<file path="src/rtl/ctrl_pkg.sv">
// Shared encodings for the multi-cycle RV32I control path: FSM states,
// opcode constants, class indices and the control-field values.
package ctrl_pkg;

    typedef enum logic [2:0] {
        ST_IDLE,
        ST_FETCH,
        ST_DECODE,
        ST_EXEC,
        ST_MEM,
        ST_WB,
        ST_TRAP
    } state_e;

    localparam logic [6:0] OP_R      = 7'b0110011;
    localparam logic [6:0] OP_I      = 7'b0010011;
    localparam logic [6:0] OP_LOAD   = 7'b0000011;
    localparam logic [6:0] OP_STORE  = 7'b0100011;
    localparam logic [6:0] OP_BRANCH = 7'b1100011;
    localparam logic [6:0] OP_JAL    = 7'b1101111;
    localparam logic [6:0] OP_JALR   = 7'b1100111;
    localparam logic [6:0] OP_LUI    = 7'b0110111;
    localparam logic [6:0] OP_AUIPC  = 7'b0010111;

    localparam int NUM_CLS    = 9;
    localparam int CLS_R      = 0;
    localparam int CLS_I      = 1;
    localparam int CLS_LOAD   = 2;
    localparam int CLS_STORE  = 3;
    localparam int CLS_BRANCH = 4;
    localparam int CLS_JAL    = 5;
    localparam int CLS_JALR   = 6;
    localparam int CLS_LUI    = 7;
    localparam int CLS_AUIPC  = 8;

    typedef logic [NUM_CLS-1:0] cls_t;

    localparam logic [2:0] IMM_I = 3'd0;
    localparam logic [2:0] IMM_S = 3'd1;
    localparam logic [2:0] IMM_B = 3'd2;
    localparam logic [2:0] IMM_U = 3'd3;
    localparam logic [2:0] IMM_J = 3'd4;

    localparam logic [1:0] PC_PLUS4 = 2'd0;
    localparam logic [1:0] PC_IMM   = 2'd1;
    localparam logic [1:0] PC_JALR  = 2'd2;

    localparam logic [1:0] ALU_ADD   = 2'd0;
    localparam logic [1:0] ALU_CMP   = 2'd1;
    localparam logic [1:0] ALU_FUNCT = 2'd2;
    localparam logic [1:0] ALU_PASSB = 2'd3;

    localparam logic [1:0] WB_ALU = 2'd0;
    localparam logic [1:0] WB_MEM = 2'd1;
    localparam logic [1:0] WB_PC4 = 2'd2;

    localparam logic [1:0] CAUSE_NONE    = 2'd0;
    localparam logic [1:0] CAUSE_ILLEGAL = 2'd1;
    localparam logic [1:0] CAUSE_IMEM    = 2'd2;
    localparam logic [1:0] CAUSE_DMEM    = 2'd3;

    typedef struct packed {
        logic       imem_req;
        logic       ir_we;
        logic       dmem_req;
        logic       dmem_we;
        logic       pc_we;
        logic [1:0] pc_src;
        logic [2:0] imm_sel;
        logic       alu_src_a;
        logic       alu_src_b;
        logic [1:0] alu_op;
        logic       reg_we;
        logic [1:0] wb_sel;
        logic       retire;
        logic       trap;
        logic [1:0] trap_cause;
    } ctrl_out_t;

endpackage

</file>
<file path="src/rtl/opcode_class_dec.sv">
// Maps a 7-bit RV32I major opcode to a one-hot class, a legal flag and
// the immediate format the datapath must build for it.
module opcode_class_dec
    import ctrl_pkg::*;
(
    input  logic [6:0] opcode,
    output cls_t       cls,
    output logic       legal,
    output logic [2:0] imm_sel
);

    always_comb begin
        cls     = '0;
        imm_sel = IMM_I;
        case (opcode)
            OP_R:      cls[CLS_R] = 1'b1;
            OP_I:      cls[CLS_I] = 1'b1;
            OP_LOAD:   cls[CLS_LOAD] = 1'b1;
            OP_STORE: begin
                cls[CLS_STORE] = 1'b1;
                imm_sel        = IMM_S;
            end
            OP_BRANCH: begin
                cls[CLS_BRANCH] = 1'b1;
                imm_sel         = IMM_B;
            end
            OP_JAL: begin
                cls[CLS_JAL] = 1'b1;
                imm_sel      = IMM_J;
            end
            OP_JALR:   cls[CLS_JALR] = 1'b1;
            OP_LUI: begin
                cls[CLS_LUI] = 1'b1;
                imm_sel      = IMM_U;
            end
            OP_AUIPC: begin
                cls[CLS_AUIPC] = 1'b1;
                imm_sel        = IMM_U;
            end
            default: ;
        endcase
        legal = |cls;
    end

endmodule

</file>
<file path="src/rtl/multicycle_ctrl.sv">
// Main control FSM of the multi-cycle RV32I core. Every output is a flop
// loaded with the controls of the state being entered on that edge.
module multicycle_ctrl
    import ctrl_pkg::*;
#(
    parameter int MEM_TIMEOUT = 16,
    parameter int CNT_W       = 5
) (
    input  logic       clk,
    input  logic       rst_n,
    input  logic [6:0] opcode,
    input  logic       branch_taken,
    input  logic       imem_ready,
    input  logic       dmem_ready,
    output logic       imem_req,
    output logic       ir_we,
    output logic       dmem_req,
    output logic       dmem_we,
    output logic       pc_we,
    output logic [1:0] pc_src,
    output logic [2:0] imm_sel,
    output logic       alu_src_a,
    output logic       alu_src_b,
    output logic [1:0] alu_op,
    output logic       reg_we,
    output logic [1:0] wb_sel,
    output logic       retire,
    output logic       trap,
    output logic [1:0] trap_cause
);

    state_e            state_q, state_d;
    logic [CNT_W-1:0]  cnt_q, cnt_d;
    logic [6:0]        op_q, op_d;
    logic [1:0]        cause_q, cause_d;
    ctrl_out_t         out_q, out_d;

    logic [6:0]        dec_op;
    cls_t              cls;
    logic              legal;
    logic [2:0]        dec_imm;
    logic              wait_expired;
    logic [CNT_W-1:0]  cnt_inc;
    logic              is_jump;

    // The decoder sees the live IR only while decoding; afterwards the latched copy.
    assign dec_op = (state_q == ST_DECODE) ? opcode : op_q;

    opcode_class_dec u_dec (
        .opcode  (dec_op),
        .cls     (cls),
        .legal   (legal),
        .imm_sel (dec_imm)
    );

    assign wait_expired = (cnt_q >= CNT_W'(MEM_TIMEOUT - 1));
    assign cnt_inc      = (cnt_q == CNT_W'(MEM_TIMEOUT)) ? cnt_q : cnt_q + CNT_W'(1);
    assign is_jump      = cls[CLS_JAL] | cls[CLS_JALR];

    always_ff @(posedge clk or negedge rst_n) begin
        if (!rst_n) begin
            state_q <= ST_IDLE;
            cnt_q   <= '0;
            op_q    <= '0;
            cause_q <= CAUSE_NONE;
            out_q   <= '0;
        end else begin
            state_q <= state_d;
            cnt_q   <= cnt_d;
            op_q    <= op_d;
            cause_q <= cause_d;
            out_q   <= out_d;
        end
    end

    always_comb begin
        state_d = state_q;
        cnt_d   = cnt_q;
        op_d    = op_q;
        cause_d = cause_q;
        case (state_q)
            ST_IDLE: state_d = ST_FETCH;
            ST_FETCH: begin
                if (imem_ready) begin
                    state_d = ST_DECODE;
                    cnt_d   = '0;
                end else if (wait_expired) begin
                    state_d = ST_TRAP;
                    cause_d = CAUSE_IMEM;
                end else begin
                    cnt_d = cnt_inc;
                end
            end
            ST_DECODE: begin
                op_d = opcode;
                if (legal) begin
                    state_d = ST_EXEC;
                end else begin
                    state_d = ST_TRAP;
                    cause_d = CAUSE_ILLEGAL;
                end
            end
            ST_EXEC: begin
                if (cls[CLS_LOAD] | cls[CLS_STORE]) state_d = ST_MEM;
                else if (cls[CLS_BRANCH])           state_d = ST_FETCH;
                else                                state_d = ST_WB;
            end
            ST_MEM: begin
                if (dmem_ready) begin
                    cnt_d   = '0;
                    state_d = cls[CLS_STORE] ? ST_FETCH : ST_WB;
                end else if (wait_expired) begin
                    state_d = ST_TRAP;
                    cause_d = CAUSE_DMEM;
                end else begin
                    cnt_d = cnt_inc;
                end
            end
            ST_WB:   state_d = ST_FETCH;
            ST_TRAP: state_d = ST_TRAP;
            default: state_d = ST_IDLE;
        endcase
    end

    // Branch and store complete on the edge leaving EXEC/MEM, so their PC
    // write and retire land in the first cycle of the following fetch.
    always_comb begin
        out_d = '0;
        case (state_d)
            ST_FETCH: begin
                out_d.imem_req = 1'b1;
                if (state_q == ST_EXEC) begin
                    out_d.pc_we  = 1'b1;
                    out_d.pc_src = branch_taken ? PC_IMM : PC_PLUS4;
                    out_d.retire = 1'b1;
                end else if (state_q == ST_MEM) begin
                    out_d.pc_we  = 1'b1;
                    out_d.pc_src = PC_PLUS4;
                    out_d.retire = 1'b1;
                end
            end
            ST_DECODE: out_d.ir_we = (state_q == ST_FETCH);
            ST_EXEC: begin
                out_d.imm_sel = dec_imm;
                if (cls[CLS_R]) out_d.alu_op = ALU_FUNCT;
                if (cls[CLS_I]) begin
                    out_d.alu_src_b = 1'b1;
                    out_d.alu_op    = ALU_FUNCT;
                end
                if (cls[CLS_LOAD] | cls[CLS_STORE]) begin
                    out_d.alu_src_b = 1'b1;
                    out_d.alu_op    = ALU_ADD;
                end
                if (cls[CLS_LUI]) out_d.alu_op = ALU_PASSB;
                if (cls[CLS_AUIPC]) begin
                    out_d.alu_src_a = 1'b1;
                    out_d.alu_src_b = 1'b1;
                    out_d.alu_op    = ALU_ADD;
                end
                if (cls[CLS_BRANCH]) out_d.alu_op = ALU_CMP;
                if (cls[CLS_JAL]) begin
                    out_d.pc_we  = 1'b1;
                    out_d.pc_src = PC_IMM;
                end
                if (cls[CLS_JALR]) begin
                    out_d.pc_we  = 1'b1;
                    out_d.pc_src = PC_JALR;
                end
            end
            ST_MEM: begin
                out_d.dmem_req = 1'b1;
                out_d.dmem_we  = cls[CLS_STORE];
                out_d.imm_sel  = dec_imm;
            end
            ST_WB: begin
                out_d.reg_we  = 1'b1;
                out_d.retire  = 1'b1;
                out_d.imm_sel = dec_imm;
                if (cls[CLS_LOAD])  out_d.wb_sel = WB_MEM;
                else if (is_jump)   out_d.wb_sel = WB_PC4;
                else                out_d.wb_sel = WB_ALU;
                if (!is_jump) begin
                    out_d.pc_we  = 1'b1;
                    out_d.pc_src = PC_PLUS4;
                end
            end
            ST_TRAP: begin
                out_d.trap       = 1'b1;
                out_d.trap_cause = cause_d;
            end
            default: ;
        endcase
    end

    assign imem_req   = out_q.imem_req;
    assign ir_we      = out_q.ir_we;
    assign dmem_req   = out_q.dmem_req;
    assign dmem_we    = out_q.dmem_we;
    assign pc_we      = out_q.pc_we;
    assign pc_src     = out_q.pc_src;
    assign imm_sel    = out_q.imm_sel;
    assign alu_src_a  = out_q.alu_src_a;
    assign alu_src_b  = out_q.alu_src_b;
    assign alu_op     = out_q.alu_op;
    assign reg_we     = out_q.reg_we;
    assign wb_sel     = out_q.wb_sel;
    assign retire     = out_q.retire;
    assign trap       = out_q.trap;
    assign trap_cause = out_q.trap_cause;

endmodule

</file>
<file path="config.mk">
export PLATFORM = sky130hd
export DESIGN_NAME = multicycle_ctrl
export DESIGN_NICKNAME = d
export VERILOG_FILES = /design/src/rtl/ctrl_pkg.sv /design/src/rtl/opcode_class_dec.sv /design/src/rtl/multicycle_ctrl.sv
export SDC_FILE = /design/constraint.sdc
export NUM_CORES = 1
export LEC_CHECK = 0
export ABC_CLOCK_PERIOD_IN_PS = 2400
export BUFFER_PORTS_ARGS = -buffer_cell sky130_fd_sc_hd__buf_2
export CORE_ASPECT_RATIO = 1.75
export CORE_UTILIZATION = 49
export DETAILED_ROUTE_END_ITERATION = 8
export GPL_ROUTABILITY_DRIVEN = 0
export GPL_TIMING_DRIVEN = 0
export PLACE_DENSITY = 0.74
export SYNTH_ARGS = -nofsm -noshare
export SYNTH_HDL_FRONTEND = slang
export SYNTH_SLANG_ARGS = --single-unit
</file>
<file path="constraint.sdc">
create_clock -name clk -period 2.4 [get_ports clk]
set_input_delay 0.24 -clock clk [delete_from_list [all_inputs] [get_ports clk]]
set_output_delay 0.24 -clock clk [all_outputs]
set_load 0.01 [all_outputs]
</file>
==> flow_summary.yaml <==
yosys:
  synth_edf_count: 0
  yosysTopAreaCellShare_pct: 52.27
  yosysTopAreaCell: "dfrtp_1"
  synth.distinct_cells: 51
  syn-cell-area_mm2: 0.001819
  synth-seq-cells: 38
  synthFlopType: "dfrtp_1"
  avgSynthCellArea_um2: 9.941
  synth_cells: 183
  synth_nets: 198
  synth_async_sr_flop_share_pct: 100.0
  synthTopCellsByArea: "dfrtp_1 (52%), nand2_1 (4.5%), nor2_1 (3.7%)"
  yosysWarnings: 0
  yosysSeqAreaShare_pct: 52.27
worst_setup_path:
  r2r_cells: 9
  crit_type: "reg -> reg"
  path_cells: "ha_2 -> and3_1 -> ha_2 -> nor2_4 -> a2111oi_4 -> a311o_1 -> or2_0 -> buf_4 -> and3_1"
  max_stage_delay_ps: 440
  slowest_stage: "dfrtp_2"
  timing.rr.end: "dmem_req$_DFF_PN0_"
  worstPathRequired_ps: 2580
  r2r_slack_ps: 110
  worstSetupEndpointType: "flip-flop"
  timing.rr.start: "cnt_q[0]$_DFFE_PN0P_"
  cp_num_cells: 9
  cp.arrival_ps: 2470
  crit_family: "simple AND/OR/NAND/NOR gates"
  crit_path_start_kind: "flip-flop"
  timing.critical_path.fanout_max: 6
  cp_num_buf_inv: 1
finish:
  final_core_util_pct: 61.51
  nets: 238
  syn2layout_area_growth_pct: 21.46
  multiInputGateArea_um2: 853.3
  layout-drive-gt1-share_pct: 26.91
  fillers: 325
  antenna_cells: 0
  seq_area_um2: 952.2
global_routing:
  grt_usage_pct: 22.85
  gr-total-overflow: 0
  grt_max_degree: 39
  grt_pass1_vias: 1423
  grt_pass1_wl_um: 6272
  antenna_found_initial: 0
timing:
  setup_tns_ps: 0
  fmax_mhz: 436.6
  final_max_slew_viol_count: 0
  period_minus_slack_ps: 2291
  tightest_slew_ps: 801.6
  whs_ps: 34.51
  slew_headroom_pct: 46.56
  period_share_pct: 95.44
  clock_skew_ps: 3.993
  setup_viol: 0
  hold_violations: 0
floorplanning:
  rows: 29
  core-area_mm2: 0.003592
  ios: 33
  die_w_um: 48.06
  die_area_mm2: 0.003970
  initial_core_util_pct: 50.64
  die_h_um: 82.61
clock_network:
  cts_hold_buf: 0
  cts_tree: "done"
  cts_made_buffers: 5
  clk_pin_slew_ps: 70
  cts.sinks: 38
  cts_buffer_depth: 2
  root_buffer: "clkbuf_8"
  insertion_delay_ps: 290
  htreeDepth: 2
routing:
  dr.pass1.iters: 6
  drt_iter0_markers: 35
  via_per_inst: 5.610
  num_vias: 1509
  wl_per_cell_um: 15.08
  drtAntennaViolNets: 0
  routed_wl_um: 4057
  drc: 0
run:
  timing.max_cap.violations: 0
placed_design:
  io_buffers: 32
  hpwl_um: 2891
worst_hold_path:
  worstHoldPathType: "in -> async"
pwr:
  ir_drop_mv: 0.7372
  p_per_area_mw_per_mm2: 1166
  cellLeakagePower_nw: 1.057
run_status:
  outcome: "finished, final reports clean"
how the worst max path moves through the flow:
stage / from / to / slack, ps
global route: cnt_q[0]$_DFFE_PN0P_ / wb_sel[0]$_DFF_PN0_ / -30
finish: cnt_q[0]$_DFFE_PN0P_ / dmem_req$_DFF_PN0_ / 110
global placement: cnt_q[0]$_DFFE_PN0P_ / dmem_req$_DFF_PN0_ / -80
floorplan: cnt_q[0]$_DFFE_PN0P_ / dmem_req$_DFF_PN0_ / 130
detailed placement: cnt_q[0]$_DFFE_PN0P_ / dmem_req$_DFF_PN0_ / -110
CTS: cnt_q[0]$_DFFE_PN0P_ / dmem_req$_DFF_PN0_ / -10
per-stage QoR:
step | total power [mW] | instances | worst slack (ps) | instance area (um^2)
final | 2.577 | 269 | 109.4 | 2210
after global routing | 2.764 | 269 | -30.25 | 2210
after CTS | 2.509 | 268 | -13.77 | 2158
after detailed placement | 1.946 | 261 | -107.0 | 2037
after global placement | 1.924 | 261 | -75.56 | 2037
after floorplan | 1.661 | 183 | 134.8 | 1819
timing repair:
| action | CTS | global route |
|---|---|---|
| resized for setup | 3 | 9 |
| setup buffers | 0 | 1 |
| pin swaps | 0 | 2 |
| setup endpoints to repair | 8 | 10 |
placed cells by master, fill, tap and decap left out, types with 2 or more instances in the layout:
cell type and count:
or3b_1 2, o22ai_1 2, inv_1 10, o21ai_0 5
nand2b_1 4, a2bb2oi_1 2, nand3_1 5, a31oi_1 2
nor2_1 17, and3_1 3, nand4_1 2, nor4_1 3
nand2_1 22, buf_4 3, dfrtp_1 37, nor3_1 6
a21oi_1 12, clkbuf_8 6, a211oi_1 2, ha_2 2
buf_2 34, a41oi_1 2, nor2b_1 4
cells by family (layout without fill, tap and decap cells):
group,after synthesis,count (layout),synth area share (%)
flops,38,38,52.27
compound gates,43,43,16.51
buf+inv,15,55,3.507
fa+ha+maj,3,3,2.063
mux,2,2,1.169
simple gates,80,80,23.52
xor+xnor,2,2,0.9630
synth_stat cells, drive strengths merged, types with 2 or more instances:
cell,number
buf,4
a41oi,2
or3b,2
ha,3
a31oi,2
a2bb2oi,2
nor4,4
nor3,6
inv,10
o21ai,6
nor2,18
dfrtp,38
o22ai,3
nand3,5
a21boi,3
nand2b,4
and3,4
a211oi,3
nor2b,4
nand4,2
and4bb,2
and2,2
nand2,22
a21oi,12
sequential cells by signal, summed over array words and instances (netlist names), 2 cells and up:
signal      count
imm_sel         3
cause_q         2
cnt_q           5
trap_cause      2
pc_src          2
alu_op          2
op_q            7
wb_sel          2
state_q         3
where the power goes:
part | leakage, nW | switching [mW] | internal [mW]
Clock | 0.0573 | 0.213 | 0.332
Combinational | 0.504 | 0.648 | 0.408
Sequential | 0.496 | 0.149 | 0.827
Total | 1.06 | 1.01 | 1.57
layer usage:
layer,wire [um],GRT usage [%]
met1,1570,24.26
met2,2203,40.54
met3,133,4.130
met4,150,11.39
met5,0,0
final cells by class:
type                    count  area share (%)
multi-input cells         130           38.62
clock inverters             1           1.359
well taps                  46           2.605
plain buffers               5           1.302
flip-flops and latches     38           43.09
repair buffers             33           7.588
clock buffers               6           3.737
inverters                  10           1.699
Note: power is estimated with default switching activity, not from simulation.
